### config.mk
export PLATFORM = sky130hd
export DESIGN_NAME = leaf_rr_scheduler
export DESIGN_NICKNAME = d
export VERILOG_FILES = /design/src/rtl/leaf_sched_pkg.sv /design/src/rtl/leaf_rr_pick.sv /design/src/rtl/leaf_rr_scheduler.sv
export SDC_FILE = /design/constraint.sdc
export NUM_CORES = 1
export LEC_CHECK = 0
export CAP_MARGIN = 20
export CORE_MARGIN = 2
export CORE_UTILIZATION = 59
export DETAILED_ROUTE_END_ITERATION = 6
export PLACE_DENSITY = 0.86
export SLEW_MARGIN = 20
export SYNTH_ARGS = -nofsm -noshare
export SYNTH_HDL_FRONTEND = slang
export SYNTH_SLANG_ARGS = --single-unit
### constraint.sdc
create_clock -name clk -period 10.9 [get_ports clk]
set_clock_uncertainty 0.05 [all_clocks]
set_input_delay 1.09 -clock clk [delete_from_list [all_inputs] [get_ports clk]]
set_output_delay 1.09 -clock clk [all_outputs]
set_load 0.01 [all_outputs]
### src/rtl/leaf_sched_pkg.sv
// Shared definitions for the leaf round-robin scheduler.
// Contents:
//   sched_state_e   : scheduler FSM states (IDLE, GRANT, RELEASE)
//   N_REQ_DEFAULT   : default number of requesting leaves
//   TIMEOUT_DEFAULT : default maximum grant hold in cycles
//   next_idx()      : index increment with explicit wrap at n_req-1
package leaf_sched_pkg;

   typedef enum logic [1:0] {
      IDLE    = 2'd0,
      GRANT   = 2'd1,
      RELEASE = 2'd2
   } sched_state_e;

   localparam int N_REQ_DEFAULT   = 15;
   localparam int TIMEOUT_DEFAULT = 255;

   // Wrap by comparing against the last index, so a leaf count that is not a
   // power of two still rotates correctly.
   function automatic int unsigned next_idx(input int unsigned idx,
                                            input int unsigned n_req);
      if (idx == n_req - 32'd1) begin
         return 32'd0;
      end else begin
         return idx + 32'd1;
      end
   endfunction

endpackage

### src/rtl/leaf_rr_pick.sv
// Combinational round-robin picker.
// Finds the first set request bit at or above ptr, wrapping from N_REQ-1 to 0.
// Ports:
//   req     in  N_REQ  request vector
//   ptr     in  IDX_W  index with highest priority (0..N_REQ-1)
//   found   out 1      at least one request bit is set
//   sel_idx out IDX_W  selected index (meaningful only when found=1)
module leaf_rr_pick
   import leaf_sched_pkg::*;
#(
   parameter int N_REQ = N_REQ_DEFAULT,
   parameter int IDX_W = 4
) (
   input  logic [N_REQ-1:0] req,
   input  logic [IDX_W-1:0] ptr,
   output logic             found,
   output logic [IDX_W-1:0] sel_idx
);

   localparam logic [IDX_W:0] N_REQ_W = (IDX_W+1)'(N_REQ);
   localparam logic [IDX_W:0] LAST_W  = (IDX_W+1)'(N_REQ - 1);

   logic [N_REQ-1:0] rot_s;
   logic [IDX_W-1:0] off_s;
   logic             found_s;
   logic [IDX_W:0]   sum_s;
   logic [IDX_W:0]   wrap_s;

   // Rotate so that bit ptr lands at position 0; a shift by N_REQ yields zero.
   always_comb begin
      rot_s = (req >> ptr) | (req << (N_REQ_W - {1'b0, ptr}));
   end

   // Priority-find the lowest set bit of the rotated vector.
   always_comb begin
      found_s = 1'b0;
      off_s   = {IDX_W{1'b0}};
      for (int i = N_REQ - 1; i >= 0; i--) begin
         if (rot_s[i]) begin
            found_s = 1'b1;
            off_s   = IDX_W'(i);
         end else begin
            // lower positions processed later take precedence
         end
      end
   end

   // Un-rotate: add ptr back and fold values past the last leaf.
   always_comb begin
      sum_s = {1'b0, ptr} + {1'b0, off_s};
      if (sum_s > LAST_W) begin
         wrap_s = sum_s - N_REQ_W;
      end else begin
         wrap_s = sum_s;
      end
   end

   assign found   = found_s;
   assign sel_idx = wrap_s[IDX_W-1:0];

endmodule

### src/rtl/leaf_rr_scheduler.sv
// Round-robin scheduler sharing one execution slot among N_REQ leaves.
// A grant is held until the granted leaf signals done or the hold timeout
// expires, followed by one release cycle and one arbitration cycle.
// Ports:
//   clk           in  1      system clock
//   rst           in  1      asynchronous active-high reset
//   en            in  1      enable; low blocks new grants only
//   req           in  N_REQ  per-leaf level request
//   done          in  N_REQ  per-leaf completion (granted bit honoured only)
//   gnt           out N_REQ  registered one-hot grant
//   gnt_valid     out 1      OR of gnt
//   gnt_idx       out IDX_W  index of granted (or last granted) leaf
//   timeout_pulse out 1      one-cycle pulse on forced release
//   grant_cnt     out CNT_W  saturating count of grants since reset
module leaf_rr_scheduler
   import leaf_sched_pkg::*;
#(
   parameter int N_REQ   = N_REQ_DEFAULT,
   parameter int IDX_W   = 4,
   parameter int TIMEOUT = TIMEOUT_DEFAULT,
   parameter int CNT_W   = 16
) (
   input  logic             clk,
   input  logic             rst,
   input  logic             en,
   input  logic [N_REQ-1:0] req,
   input  logic [N_REQ-1:0] done,
   output logic [N_REQ-1:0] gnt,
   output logic             gnt_valid,
   output logic [IDX_W-1:0] gnt_idx,
   output logic             timeout_pulse,
   output logic [CNT_W-1:0] grant_cnt
);

   sched_state_e     state_r, state_s;
   logic [IDX_W-1:0] ptr_r, ptr_s;
   logic [CNT_W-1:0] hold_r, hold_s;
   logic [N_REQ-1:0] gnt_r, gnt_s;
   logic             gnt_valid_r, gnt_valid_s;
   logic [IDX_W-1:0] gnt_idx_r, gnt_idx_s;
   logic             timeout_pulse_r, timeout_pulse_s;
   logic [CNT_W-1:0] grant_cnt_r, grant_cnt_s;

   logic             found_s;
   logic [IDX_W-1:0] sel_s;
   logic             done_hit_s;
   logic             hold_end_s;

   leaf_rr_pick #(
      .N_REQ (N_REQ),
      .IDX_W (IDX_W)
   ) u_pick (
      .req     (req),
      .ptr     (ptr_r),
      .found   (found_s),
      .sel_idx (sel_s)
   );

   assign done_hit_s = done[gnt_idx_r];
   assign hold_end_s = (hold_r == CNT_W'(TIMEOUT - 1));

   // Next-state and next-output computation for the scheduler FSM.
   always_comb begin
      state_s         = state_r;
      ptr_s           = ptr_r;
      hold_s          = hold_r;
      gnt_s           = gnt_r;
      gnt_valid_s     = gnt_valid_r;
      gnt_idx_s       = gnt_idx_r;
      timeout_pulse_s = 1'b0;
      grant_cnt_s     = grant_cnt_r;
      case (state_r)
         IDLE: begin
            if (en && found_s) begin
               state_s     = GRANT;
               gnt_s       = N_REQ'(1'b1) << sel_s;
               gnt_valid_s = 1'b1;
               gnt_idx_s   = sel_s;
               hold_s      = {CNT_W{1'b0}};
               if (grant_cnt_r != {CNT_W{1'b1}}) begin
                  grant_cnt_s = grant_cnt_r + CNT_W'(1'b1);
               end else begin
                  grant_cnt_s = grant_cnt_r;
               end
            end else begin
               state_s = IDLE;
            end
         end
         GRANT: begin
            // done is checked first so a same-cycle done suppresses the timeout
            if (done_hit_s || hold_end_s) begin
               state_s         = RELEASE;
               gnt_s           = {N_REQ{1'b0}};
               gnt_valid_s     = 1'b0;
               timeout_pulse_s = ~done_hit_s;
               ptr_s           = IDX_W'(next_idx(32'(gnt_idx_r), 32'(N_REQ)));
            end else begin
               hold_s = hold_r + CNT_W'(1'b1);
            end
         end
         RELEASE: begin
            state_s = IDLE;
         end
         default: begin
            state_s     = IDLE;
            gnt_s       = {N_REQ{1'b0}};
            gnt_valid_s = 1'b0;
         end
      endcase
   end

   // State, pointer, counter and output registers.
   always_ff @(posedge clk or posedge rst) begin
      if (rst) begin
         state_r         <= IDLE;
         ptr_r           <= {IDX_W{1'b0}};
         hold_r          <= {CNT_W{1'b0}};
         gnt_r           <= {N_REQ{1'b0}};
         gnt_valid_r     <= 1'b0;
         gnt_idx_r       <= {IDX_W{1'b0}};
         timeout_pulse_r <= 1'b0;
         grant_cnt_r     <= {CNT_W{1'b0}};
      end else begin
         state_r         <= state_s;
         ptr_r           <= ptr_s;
         hold_r          <= hold_s;
         gnt_r           <= gnt_s;
         gnt_valid_r     <= gnt_valid_s;
         gnt_idx_r       <= gnt_idx_s;
         timeout_pulse_r <= timeout_pulse_s;
         grant_cnt_r     <= grant_cnt_s;
      end
   end

   assign gnt           = gnt_r;
   assign gnt_valid     = gnt_valid_r;
   assign gnt_idx       = gnt_idx_r;
   assign timeout_pulse = timeout_pulse_r;
   assign grant_cnt     = grant_cnt_r;

endmodule

==> results of run 1 <==
power groups by stage:
stage               Clock (mW)  Combinational (mW)  Sequential (mW)
detailed placement           0                1.04            0.343
floorplan                    0               0.799            0.324
finish                   0.206                1.08            0.342
global route             0.218                1.18            0.352
global placement             0                1.01            0.340
CTS                      0.206                1.06            0.341
worst max-delay path, stage by stage:
cell and delay, ps:
clkdlybuf4s50_1 490, nor2b_1 170, a2111oi_0 560, nor3_1 190, o31ai_1 310, o221ai_1 180
a32o_1 270, a2111oi_0 530, ha_1 290, fa_1 540, ha_1 300, o31ai_1 700
a31oi_1 360, mux2_1 400
worst max-delay path by stage:
stage | start | to | slack, ps | cells after the start
2_1_floorplan | req[13] | gnt_idx[2] | 5770 | 13
3_3_place_gp | req[13] | gnt_idx[2] | 4780 | 14
3_5_place_dp | req[13] | gnt[4] | 4590 | 15
4_1_cts | req[13] | gnt[4] | 4810 | 15
5_1_grt | req[13] | gnt_idx[2] | 4380 | 14
6_report | req[13] | gnt_idx[2] | 4690 | 14
logic make-up (layout without fill, tap and decap cells):
| kind of cell | Yosys count | in the layout | synth area share [%] |
|---|---|---|---|
| multiplexers | 50 | 50 | 18.6 |
| flip-flops | 59 | 59 | 33.0 |
| AND/OR/NAND/NOR | 184 | 184 | 21.4 |
| adder cells (fa/ha/maj) | 10 | 10 | 2.96 |
| AO/OA/AOI/OAI | 95 | 95 | 14.6 |
| buffers and inverters | 41 | 104 | 4.69 |
| XOR/XNOR | 24 | 24 | 4.69 |
layer usage:
| layer | part of all wire [%] | up-vias |
|---|---|---|
| met5 | 0 | - |
| met4 | 2.1 | 0 |
| li1 | - | 1869 |
| met3 | 7.0 | 28 |
| met2 | 47 | 205 |
| met1 | 43 | 2003 |
final cells by class:
class	instances	area (µm²)	area share (%)
well taps	99	124	2.30
repair buffers	74	728	13.5
multi-input cells	363	2800	52.0
inverters	14	52.6	0.976
clock buffers	10	138	2.56
flip-flops and latches	59	1480	27.4
clock inverters	6	65.1	1.21
synth_stat cells, drive strengths merged, types with 3 or more instances:
cell and instances:
and2 4, o21ai 16, a22o 9, or3 7, a31oi 8, nor2 39, mux2i 20, buf 14
or2 3, nor3 19, xor2 12, mux4 26, a21boi 3, and3 5, nand2 39, o31ai 3
clkbuf 13, xnor2 12, mux2 4, o22ai 4, nand4 10, dfrtp 59, ha 9, nor4 7
nor3b 3, a21o 5, inv 14, a21oi 20, and4 3, nand2b 8, nand3 17, nor2b 8
nand3b 5, o2bb2ai 6, nand4b 3
state kept, by name, indices dropped and copies added, names as in the netlist:
register and count:
gnt 15, gnt_idx 4, gnt_valid 1, grant_cnt 16, hold_r 16, ptr_r 4
state_r 2, timeout_pulse 1
through the flow:
stage	power (mW)	std cells	hold WS (ps)	setup WS [ps]
after CTS	1.61	625	439	4810
after global routing	1.75	625	468	4380
final	1.63	625	437	4690
after detailed placement	1.39	609	423	4590
after floorplan	1.12	463	440	5770
after global placement	1.35	609	412	4780
==> flow_metrics.env, run 1 <==
export IMPL_outcome="completed"
export IMPL_worst_ep_arrival_time_ps=6370
export IMPL_syn_mean_instance_area_um2=9.67
export IMPL_rsz_0062_raised_after_global_routing="false"
export IMPL_remaining_drc_errors=0
export IMPL_clock_fmax_mhz=161
export IMPL_regToRegEndpoint="gnt_idx[2]"
export IMPL_postSynthNetCount=506
export IMPL_mostFrequentLayoutCells="69 x clkdlybuf4s50_1, 59 x dfrtp_1, 39 x nor2_1, 39 x nand2_1, 26 x mux4_2"
export IMPL_internal_power_mw=0.819
export IMPL_post_cts_setup_buffers=0
export IMPL_timing_reg2reg_setup_slack_ps=4960
export IMPL_groute_layer_met1_usage_pct=41.1
export IMPL_synth_top_area_cells="dfrtp_1 33%, mux4_2 13%, mux2i_1 4.5%"
export IMPL_cellLeakagePower_nw=2.25
export IMPL_post_cts_hold_buffer_count=0
export IMPL_grtUsageTotal_pct=29.2
export IMPL_largest_net_degree_at_the_start_of_global_routing=60
export IMPL_top_usage_layer="met2"
export IMPL_ys_warn_count=0
export IMPL_detailedRoute_firstIterationViolations=437
export IMPL_port_buffers=69
export IMPL_dieHeight_um=91.1
export IMPL_wl_per_cell_um=18.8
export IMPL_fp_dieArea_um2=8300
export IMPL_avgViaCountPerCell=6.57
export IMPL_min_to="gnt_valid"
export IMPL_die_w_um=91.1
export IMPL_comb_power_share_pct=66.3
export IMPL_antenna_violations_before_repair=0
export IMPL_ys_async_sr_fraction_pct=100
export IMPL_groute_layer_met2_usage_pct=46.4
export IMPL_cts_sinks=59
export IMPL_critical_path_max_fanout=8
export IMPL_globalRouteOverflowTotal=0
export IMPL_clockBufferDepth=2
export IMPL_core_area_um2=7290
export IMPL_synth_seq_cells=59
export IMPL_dominantRegCellSynth="dfrtp_1"
export IMPL_firstDrtPassIters=5
export IMPL_power_switching_fraction_pct=49.7
export IMPL_slew_viol_final=0
export IMPL_layout_commonest_cell="clkdlybuf4s50_1"
export IMPL_start_util_pct=61.4
export IMPL_design_area_um2=5380
export IMPL_cts_tree="done"
export IMPL_finish_utilization_pct=73.8
export IMPL_fin_tns_setup_ps=0
export IMPL_power_frac_seq_pct=21.0
export IMPL_routabilityCongestion=0.967
export IMPL_critical_path_startpoint_type="input pin"
export IMPL_synth_lib_cells_used_distinct=62
export IMPL_rows=31
export IMPL_wire_length_of_the_first_global_routing_pass_um=19700
export IMPL_clk_insertion_delay_late_ps=340
export IMPL_hold_violations=0
export IMPL_reg2regPathDepth=13
export IMPL_cts_repair_resize_count=0
export IMPL_max_cap_violations=0
export IMPL_vdd_ir_drop_worst_v=0.000273
export IMPL_post_synth_top_area_cell="dfrtp_1"
export IMPL_p_sw_mw=0.808
export IMPL_holdPathStages=1
export IMPL_layout_worst_path_cycle_share_pct=57.0
export IMPL_r2r_start="ptr_r[2]"
export IMPL_clockRootBuffer="clkbuf_8"
export IMPL_power_density_nw_per_um2=302
export IMPL_maxSlewHeadroom_pct=29.7
export IMPL_synth_edf_count=0
export IMPL_layout_filler_cell_count=548
export IMPL_post_dp_cell_area_um2=5180
export IMPL_worstMarginPinSlew_ps=1050
export IMPL_use_met3_pct=5.06
export IMPL_setup_violations_final=0
export IMPL_worstHoldPathType="reg2reg"
export IMPL_dp_final_hpwl_um=8260
export IMPL_synthesis_area_um2=4480
export IMPL_post_route_cells_drive_above_1_share_pct=11.6
export IMPL_worst_setup_path_end_kind="register"
export IMPL_timing_hold_worst_start="gnt_valid"
export IMPL_synthesis_instances=463
export IMPL_critical_path_required_ps=11060
export IMPL_synth_sequential_area_ratio_pct=33.0
export IMPL_finalWorstPathRequiredPeriod_ps=6210
export IMPL_clkPwrFrac_pct=12.6
export IMPL_io_pins=70
export IMPL_htree_num_levels=3
export IMPL_wl_um=11700
export IMPL_cts_buffers=9
export IMPL_area_share_of_the_largest_cell_type_after_synthesis_pct=33.0
export IMPL_flow_area_growth_from_synthesis_pct=20.2
export IMPL_clk_pin_slew_worst_paths_ps=70
export IMPL_via_count=4105
export IMPL_worst_setup_path_type="in2reg"
export IMPL_antenna_diode_count=0
export IMPL_number_of_global_route_vias_before_repair=3980
export IMPL_post_layout_nets=564
export IMPL_postRouteAntennaNets=0
Power figures use the tool's default switching activity.
==> run 2, diff against run 1 <==
CORE_UTILIZATION = 50   (was 59)
PLACE_DENSITY = 0.78   (was 0.86)
clock period = 5.4 ns   (was 10.9 ns; I/O delays follow)
==> run 2 against run 1 <==
Compared with the run above: largest power group unchanged; first-iteration DRC count shrank 21%; utilization fell by 11 points; clock power increased by 120%; flip-flop and latch count unchanged; final cell count increased by 3.2%; register-to-register slack lost 4700 ps; critical endpoint is now gnt[12]; via count down 1.3%; highest routed layer unchanged.
==> flow_metrics.env, run 2 (synthesis gave the netlist of run 1 again) <==
export IMPL_start_util_pct=51.4
export IMPL_worst_ep_arrival_time_ps=5270
export IMPL_max_cap_violations=0
export IMPL_cts_tree="done"
export IMPL_power_density_nw_per_um2=619
export IMPL_cellLeakagePower_nw=2.31
export IMPL_fin_tns_setup_ps=0
export IMPL_firstDrtPassIters=5
export IMPL_clk_pin_slew_worst_paths_ps=80
export IMPL_wl_um=12100
export IMPL_flow_area_growth_from_synthesis_pct=22.8
export IMPL_clk_insertion_delay_late_ps=340
export IMPL_worst_path_max_delay_cell="dfrtp_1"
export IMPL_setup_violations_final=0
export IMPL_hold_violations=0
export IMPL_clockBufferDepth=2
export IMPL_slew_viol_final=0
export IMPL_routabilityCongestion=0.973
export IMPL_port_buffers=69
export IMPL_power_frac_seq_pct=20.8
export IMPL_finish_utilization_pct=63.1
export IMPL_number_of_global_route_vias_before_repair=3883
export IMPL_cts_sinks=59
export IMPL_postRouteAntennaNets=0
export IMPL_critical_path_startpoint_type="register"
export IMPL_outcome="completed"
export IMPL_clockRootBuffer="clkbuf_8"
export IMPL_place_ws_ps=-2.93
export IMPL_worstMarginPinSlew_ps=742
export IMPL_power_switching_fraction_pct=48.2
export IMPL_critical_path_required_ps=5560
export IMPL_wl_per_cell_um=18.7
export IMPL_post_route_cells_drive_above_1_share_pct=13.6
export IMPL_internal_power_mw=1.76
export IMPL_rsz_0062_raised_after_global_routing="false"
export IMPL_clock_fmax_mhz=196
export IMPL_die_w_um=98.7
export IMPL_htree_num_levels=3
export IMPL_layout_worst_path_cycle_share_pct=94.5
export IMPL_core_area_um2=8720
export IMPL_rows=34
export IMPL_finalWorstPathRequiredPeriod_ps=5110
export IMPL_maxSlewHeadroom_pct=50.3
export IMPL_avgViaCountPerCell=6.28
export IMPL_clkPwrFrac_pct=13.5
export IMPL_layout_commonest_cell="clkdlybuf4s50_1"
export IMPL_fp_dieArea_um2=9730
export IMPL_critical_path_cell_by_cell="mux4_2, mux4_2, inv_1, o31ai_1, o221ai_1, a32o_1, a2111oi_0, ha_1, fa_1, a21o_1, a21oi_1, o31ai_1, buf_4, a31oi_1, buf_4, nand2_1, o41ai_1"
export IMPL_setup_ws_ps=294
export IMPL_detailedRoute_firstIterationViolations=345
export IMPL_worstHoldPathType="reg2reg"
export IMPL_comb_power_share_pct=65.7
export IMPL_dieHeight_um=98.7
export IMPL_p_sw_mw=1.64
export IMPL_wire_length_of_the_first_global_routing_pass_um=19800
export IMPL_grtUsageTotal_pct=25.3
export IMPL_antenna_diode_count=0
export IMPL_vdd_ir_drop_worst_v=0.000511
export IMPL_via_count=4053
export IMPL_largest_net_degree_at_the_start_of_global_routing=60
export IMPL_cts_buffers=9
export IMPL_critical_path_max_stage_delay_ps=720
export IMPL_io_pins=70
export IMPL_dp_final_hpwl_um=8770
export IMPL_post_layout_nets=575
export IMPL_worst_setup_path_type="reg2reg"
export IMPL_critical_path_max_fanout=14
export IMPL_globalRouteOverflowTotal=0
export IMPL_mostFrequentLayoutCells="69 x clkdlybuf4s50_1, 59 x dfrtp_1, 39 x nor2_1, 39 x nand2_1, 26 x mux4_2"
export IMPL_remaining_drc_errors=0
export IMPL_antenna_violations_before_repair=0
export IMPL_worst_setup_path_end_kind="register"
[run 2: changes by cell type in the layout (fill, tap and decap cells not counted)]
cell / previous run / this run
buf_4: 5 / 16
clkbuf_8: 10 / 9
clkinv_2: 2 / 1
bufinv_16: 1 / 2
clkinv_4: 2 / 3
a2111oi_0: 2 / 1
clkinvlp_4: 1 / 0
inv_6: 0 / 1
mux2i_1: 20 / 19
a2111oi_1: 0 / 1
mux2i_2: 0 / 1
[run 2: per-stage QoR]
stage / power, mW / hold slack (ps) / instances / area (µm²)
2_1_floorplan: 2.27 / 440 / 463 / 4480
3_3_place_gp: 2.82 / 424 / 629 / 5270
3_5_place_dp: 2.89 / 423 / 629 / 5270
4_1_cts: 3.37 / 443 / 645 / 5500
5_1_grt: 3.65 / 458 / 645 / 5500
6_report: 3.41 / 442 / 645 / 5500
[run 2: cell type report]
cell class                 instances  area, µm²
clock buffer                       9        124
sequential                        59       1480
fill                             709       3220
inverter                          14       52.6
timing repair buffer              85        811
tap                              108        135
multi-input combinational        363       2800
clock inverter                     7        100
[run 2: path summary, 6_finish.rpt]
path	start	end	slack, ps	cells past startpoint
max in group asynchronous	rst	ptr_r[3]	4130	3
setup / recovery	ptr_r[0]	gnt[12]	290	17
hold / removal	grant_cnt[8]	grant_cnt[8]	440	1
setup reg to reg	ptr_r[0]	gnt[12]	290	17
hold reg to reg	grant_cnt[8]	grant_cnt[8]	440	1
min in group asynchronous	rst	grant_cnt[8]	670	3
[run 2: power groups by stage]
| stage | Sequential [mW] | Combinational, mW | Clock [mW] |
|---|---|---|---|
| final | 0.711 | 2.24 | 0.459 |
| after global routing | 0.735 | 2.43 | 0.485 |
| after CTS | 0.709 | 2.20 | 0.462 |
| after detailed placement | 0.713 | 2.18 | 0 |
| after global placement | 0.712 | 2.11 | 0 |
| after floorplan | 0.654 | 1.61 | 0 |
[run 2: per-layer routing]
layer  track usage [%]  wire [µm]
met5                 0          0
met1              37.6       5410
met2              37.8       5440
met3              5.04        961
met4              7.48        240
[run 2: worst max-delay path, delay by kind of cell (launching register included)]
kind | cells | cell delay (ps)
flops | 1 | 720
fa+ha+maj | 2 | 650
mux | 2 | 1130
simple gates | 1 | 80
compound gates | 9 | 1860
buf+inv | 3 | 490
[run 2: repair_timing]
action / in CTS / in global routing
gates resized for setup: 0 / 2
hold buffers: 0 / 0
setup endpoints to repair: 0 / 2
buffers inserted: 0 / 0
